--- config.mk ---
export PLATFORM = sky130hd
export DESIGN_NAME = axis_credit_tx
export DESIGN_NICKNAME = d
export VERILOG_FILES = /design/src/rtl/axis_credit_tx.sv
export SDC_FILE = /design/constraint.sdc
export NUM_CORES = 1
export LEC_CHECK = 0
export ABC_CLOCK_PERIOD_IN_PS = 1400
export BUFFER_PORTS_ARGS = -buffer_cell sky130_fd_sc_hd__buf_2
export CORE_UTILIZATION = 41
export CTS_CLUSTER_SIZE = 20
export DETAILED_ROUTE_END_ITERATION = 16
export GPL_ROUTABILITY_DRIVEN = 0
export PLACE_DENSITY_LB_ADDON = 0.25
export SLEW_MARGIN = 20
export SYNTH_ARGS = -nofsm -noshare
export SYNTH_HDL_FRONTEND = slang
export SYNTH_SLANG_ARGS = --single-unit
--- constraint.sdc ---
create_clock -name clk -period 1.4 [get_ports clk]
set_input_delay 0.14 -clock clk [delete_from_list [all_inputs] [get_ports clk]]
set_output_delay 0.14 -clock clk [all_outputs]
set_load 0.1 [all_outputs]
--- src/rtl/axis_credit_tx.sv ---
// axis_credit_tx
//   Transmit end of a credit-based stream link. Beats from a local AXI-stream
//   source are forwarded as a registered, valid-only stream (no ready) to a
//   remote receive buffer holding CREDITS slots. The far end returns one credit
//   pulse per slot freed. Holding in-flight beats to the credits on hand
//   replaces a long combinational tready path between distant regions.
//
// Parameters
//   WIDTH    data width in bits
//   CREDITS  far-end buffer slots (1..255); initial and maximum credit count
//   CW       credit counter width (derived)
//
// Ports
//   clk, rst        clock; asynchronous active-high reset
//   s_rx_tdata/tvalid/tready   upstream AXI-stream slave (tready from credit count only)
//   m_tx_tdata/tvalid          registered downstream stream, one-cycle pulse per beat
//   credit_return   one pulse per far-end slot freed (may repeat every cycle)
//   credit_cnt      credits currently held
//   credit_err      sticky credit-overflow flag, cleared only by rst
//
// Optional feature (macro AXIS_CREDIT_TX_STATS_EN)
//   Adds stat_beats (accepted beats) and stat_stalls (cycles with tvalid high
//   and tready low), both 32-bit, reset to 0, wrapping.
module axis_credit_tx #(
  parameter  int WIDTH   = 32,
  parameter  int CREDITS = 2,
  localparam int CW      = $clog2(CREDITS + 1)
) (
  input  logic             clk,
  input  logic             rst,
  input  logic [WIDTH-1:0] s_rx_tdata,
  input  logic             s_rx_tvalid,
  output logic             s_rx_tready,
  output logic [WIDTH-1:0] m_tx_tdata,
  output logic             m_tx_tvalid,
  input  logic             credit_return,
  output logic [CW-1:0]    credit_cnt,
`ifdef AXIS_CREDIT_TX_STATS_EN
  output logic [31:0]      stat_beats,
  output logic [31:0]      stat_stalls,
`endif
  output logic             credit_err
);

  localparam logic [CW-1:0] CNT_MAX = CW'(CREDITS);
  localparam logic [CW-1:0] CNT_ONE = CW'(1);

  logic [CW-1:0]    cnt_q, cnt_d;
  logic             err_q, err_d;
  logic             vld_q;
  logic [WIDTH-1:0] data_q;
  logic             accept;

  // Ready comes only from the registered count, so the upstream handshake
  // never sees a combinational path from the far end or from tvalid.
  assign s_rx_tready = (cnt_q != '0);
  assign accept      = s_rx_tvalid & s_rx_tready;

  always_comb begin
    cnt_d = cnt_q;
    err_d = err_q;
    unique case ({accept, credit_return})
      2'b10: cnt_d = cnt_q - CNT_ONE;
      2'b01: begin
        // A return while already full means the far end freed a slot we never
        // filled: saturate and flag it.
        if (cnt_q == CNT_MAX) err_d = 1'b1;
        else                  cnt_d = cnt_q + CNT_ONE;
      end
      default: ; // idle, or accept and return cancel out
    endcase
  end

  always_ff @(posedge clk or posedge rst) begin
    if (rst) begin
      cnt_q <= CNT_MAX;
      err_q <= 1'b0;
    end else begin
      cnt_q <= cnt_d;
      err_q <= err_d;
    end
  end

  // Output stage: valid pulses for exactly one cycle per accepted beat; data
  // holds its last value between beats.
  always_ff @(posedge clk or posedge rst) begin
    if (rst) begin
      vld_q  <= 1'b0;
      data_q <= '0;
    end else begin
      vld_q <= accept;
      if (accept) data_q <= s_rx_tdata;
    end
  end

  assign m_tx_tvalid = vld_q;
  assign m_tx_tdata  = data_q;
  assign credit_cnt  = cnt_q;
  assign credit_err  = err_q;

`ifdef AXIS_CREDIT_TX_STATS_EN
  logic [31:0] beats_q, stalls_q;

  always_ff @(posedge clk or posedge rst) begin
    if (rst) begin
      beats_q  <= '0;
      stalls_q <= '0;
    end else begin
      if (accept)                     beats_q  <= beats_q + 32'd1;
      if (s_rx_tvalid && !s_rx_tready) stalls_q <= stalls_q + 32'd1;
    end
  end

  assign stat_beats  = beats_q;
  assign stat_stalls = stalls_q;
`endif

endmodule

* After elaboration in Yosys (flattened, before gate mapping)
Cells that the tools add are included.
** Word-level totals
- Register bits :: 36
- Input port bits :: 36
- Output and inout bits :: 37
- Logic and storage cells :: 17
** Cells by class
- Add/sub/neg operators :: 2
- Eq/ne operators :: 4
- Muxes and demuxes :: 2
- Bitwise gates (word level) :: 1
- Reductions and logical operators :: 4
** Operators by type and width (count)
- $eq A2 B2 Y1 const B :: 2
- $pmux W2 S2 :: 1
- $reduce_and A2 Y1 :: 2
- $reduce_bool A2 Y1 :: 2
- $add A2 B1 Y2 const B :: 1
- $eq A2 B1 Y1 const B :: 1
- $mux W2 :: 1
- $ne A2 B2 Y1 const B :: 1
- $sub A2 B1 Y2 const B :: 1
- $and A1 B1 Y1 :: 1

* Logic depth before layout (Yosys ltp)
- Word-level depth :: 5
- Gate-level depth with buffers :: 4
- Depth with buffers taken out :: 3

* Worst setup path after synthesis
OpenSTA, ideal clock, no wires.
- Path kind :: flip-flop to flip-flop
- Start point :: register cnt_q[0], in the netlist credit_cnt[0]
- End point :: register data_q[10], in the netlist m_tx_tdata[10]
- Library setup time :: 125 ps
- Arrival time :: 2051 ps
- Required time :: 1275 ps
- Path slack :: -776 ps
- Stages on the path, launching flop included :: 5
- Buffers on the path :: 1
- Period minus slack after synthesis :: 2176 ps
- Cells stage by stage :: dfrtp_1 > or2_4 > nand2_4 > buf_12 > mux2_4
** Between the ends
- Cells in the longest elaborated chain, start to end :: 2
** Ends and longest elaborated chain
- from (decl) :: RTL line 48 : logic [CW-1:0] cnt_q, cnt_d;
- from (signal assigned) :: RTL line 79 : cnt_q <= cnt_d;
- $reduce_bool A2 Y1 :: RTL line 56 : assign s_rx_tready = (cnt_q != '0);
- named net s_rx_tready :: RTL line 33 : output logic s_rx_tready,
- $and A1 B1 Y1 :: RTL line 57 : assign accept = s_rx_tvalid & s_rx_tready;
- to (signal assigned) :: RTL line 92 : if (accept) data_q <= s_rx_tdata;
- to (decl) :: RTL line 51 : logic [WIDTH-1:0] data_q;
The timed path passes the listed nets, and every way through them passes these cells.
A chain may end at the register's enable or synchronous reset.

* Final worst setup path
- Start point :: register cnt_q[1], in the netlist credit_cnt[1]
- End point :: output port s_rx_tready
** Between the ends
- Cells in the longest elaborated chain, start to end :: 1
** Ends and longest elaborated chain (RTL line)
- $reduce_bool A2 Y1 :: 56
- to (decl) :: 33
No other way between the ends.

==> results.sh <==
export IMPL_postPlaceCellArea_um2=2020
export IMPL_fin_area_um2=2210
export IMPL_reg2reg_from="credit_cnt[1]"
export IMPL_clockBufferDepth=2
export IMPL_cts_sinks=36
export IMPL_dieWidth_um=63.2
export IMPL_rows=21
export IMPL_syn_num_nets=124
export IMPL_drive_above_1_share_pct=72.7
export IMPL_grt_max_degree=37
export IMPL_drc=0
export IMPL_start_util_pct=44.3
export IMPL_io_pin_count=73
export IMPL_htreeDepth=2
export IMPL_hp_class="in -> reg"
export IMPL_synthTopCellsByArea="dfrtp_1 57%, mux2_4 28%, buf_12 3.9%"
export IMPL_slew_headroom_pct=67.1
export IMPL_critical_path_class="reg -> out"
export IMPL_status="finished, violations left"
export IMPL_insertion_delay_ns=0.28
export IMPL_cp_max_fo=2
export IMPL_synthCells=88
export IMPL_maxSlewViolCount=0
export IMPL_dieHeight_um=63.2
export IMPL_antenna_found_initial=0
export IMPL_yosys_area_top_type_share_pct=57.0
export IMPL_crit_path_top_delay_cell="dfstp_4"
export IMPL_ys_warn_count=0
export IMPL_wirelength_um=3080
export IMPL_synthToLayoutAreaGrowth_pct=44.3
export IMPL_fin_ws_ns=-0.0553
export IMPL_grt_use_total_pct=16.5
export IMPL_setup_viol=31
export IMPL_rrSetupSlack_ns=-0.05
export IMPL_crit_path_cell_trace="or2_4 -> buf_6 -> buf_12"
export IMPL_synth_edf_count=0
export IMPL_synthesis_area_um2=1540
export IMPL_r2r_cells=4
export IMPL_layout_min_cycle_time_ns=1.46
export IMPL_critPathCapture="s_rx_tready"
export IMPL_routedWlPerCell_um=13.9
export IMPL_grt_ovfl_total=0
export IMPL_synth_top_area_cell="dfrtp_1"
export IMPL_ant_nets=0
export IMPL_clock_root_buffer="clkbuf_8"
export IMPL_netlist_top_cells_count="35 x dfrtp_1, 29 x mux2_4, 3 x buf_12, 3 x inv_1, 3 x mux2_2"
export IMPL_post_cts_buffers=0
export IMPL_grt_first_pass_wirelength_um=5020
export IMPL_route_vias_total=1006
export IMPL_tightest_slew_ns=0.497
export IMPL_startpoint_type="flip-flop"
export IMPL_clock_fmax_ghz=0.687
export IMPL_crit_path_max_incr_delay_ns=0.62
export IMPL_startpoint="credit_cnt[1]"
export IMPL_grt_pass1_vias=1058
export IMPL_routed_via_density=4.53
export IMPL_max_cap_viol_count=0
export IMPL_dp_hpwl_um=2180
export IMPL_n_antenna_cell=0
export IMPL_syn_avg_cell_area_um2=17.4
export IMPL_violations="negative setup slack"
export IMPL_skew_ns=0.00624
export IMPL_drt_pass1_iter_count=2
export IMPL_async_reset_ff_share_pct=100
export IMPL_ys_seq_area_share_pct=58.8
export IMPL_finalCritPeriodShare_pct=104
export IMPL_die_area_um2=3990
export IMPL_arrival_ns=1.32
export IMPL_cts_tree="yes"
export IMPL_drt_iter0_drc=33
export IMPL_core_area_um2=3470
export IMPL_clk_pin_slew_ns=0.07
export IMPL_synth_most_common_cell="dfrtp_1"
export IMPL_yosys_most_used_dff="dfrtp_1"
export IMPL_cts_buffers=5
export IMPL_port_buffers=72
export IMPL_rsz0062_at_grt="yes"
export IMPL_end_kind="output pin"
export IMPL_nets=211
export IMPL_r2r_end="m_tx_tdata[13]"
export IMPL_ys_types=19
export IMPL_finalHoldViolCount=0
export IMPL_synth_seq_cells=36
export IMPL_cp_required_ns=1.26
worst max-delay path, delay by kind of cell, from the launching register on:
| kind | cells | cell delay, ns |
|---|---|---|
| buf+inv | 2 | 0.27 |
| flops | 1 | 0.62 |
| simple gates | 1 | 0.15 |
through the flow:
step / std cells / setup slack [ns] / utilization (%) / hold WS, ns / TNS (ns)
floorplan: 88 / -0.483 / - / 0.289 / -15.11
global placement: 211 / 0.0128 / 58.3 / 0.250 / 0
detailed placement: 211 / -0.0165 / 58.3 / 0.267 / -0.0893
CTS: 221 / -0.0673 / 62.6 / 0.0729 / -0.958
global route: 222 / -0.0854 / 63.9 / 0.0699 / -1.87
finish: 222 / -0.0553 / 63.9 / 0.0829 / -0.962
state kept, by name (all words and copies together) (netlist names):
name	count
credit_cnt	2
m_tx_tvalid	1
m_tx_tdata	32
credit_err	1
cells in the final DEF, fill, tap and decap left out, drive strengths merged:
cell,n
bufinv,1
nand2b,1
dfrtp,35
and3,1
inv,3
buf,81
a22oi,1
or2,2
nor3,1
nor2b,1
o21bai,1
nor2,1
clkbuf,7
a21oi,2
clkinv,1
mux2,32
dfstp,1
dlygate4sd3,1
nand2,2
xor2,1
cell type report:
type	count	area (µm²)
clock buffer	6	72.6
tap	46	57.6
clock inverter	2	35.0
fill	277	1250
multi-input combinational	46	582
sequential	36	907
timing repair buffer	83	549
inverter	3	11.3
per-layer routing:
layer  part of all wire [%]  global-route usage (%)
met5                      0                       0
met4                   0.62                    5.97
met3                    5.6                    4.71
met2                     54                    29.8
met1                     40                    18.4
how the worst min path moves through the flow:
stage                  startpoint  cells past startpoint        endpoint
floorplan           s_rx_tdata[0]                      1   m_tx_tdata[0]
global placement              rst                      3  m_tx_tdata[28]
detailed placement            rst                      3  m_tx_tdata[28]
CTS                 s_rx_tdata[2]                      2   m_tx_tdata[2]
global route        s_rx_tdata[2]                      2   m_tx_tdata[2]
finish              s_rx_tdata[2]                      2   m_tx_tdata[2]
kinds of logic (layout without fill, tap and decap cells):
| group | count (synthesis) | after routing | share of synthesized area, % |
|---|---|---|---|
| AO/OA/AOI/OAI | 4 | 4 | 1.63 |
| XOR/XNOR | 1 | 1 | 0.571 |
| buffers and inverters | 6 | 94 | 4.65 |
| flip-flops | 36 | 36 | 58.8 |
| multiplexers | 32 | 32 | 30.6 |
| AND/OR/NAND/NOR | 9 | 9 | 3.83 |
repair_timing:
item | CTS | global route
gates cloned | 1 | 1
endpoints found under the setup margin | 26 | 33
endpoints found under the hold margin | 35 | 0
gates resized for setup | 2 | 5
hold buffers | 1 | 0
pin swaps | 1 | 1
Power is not shown: default switching activity piles up to over one toggle a cycle in this logic, so the estimate is an artifact.
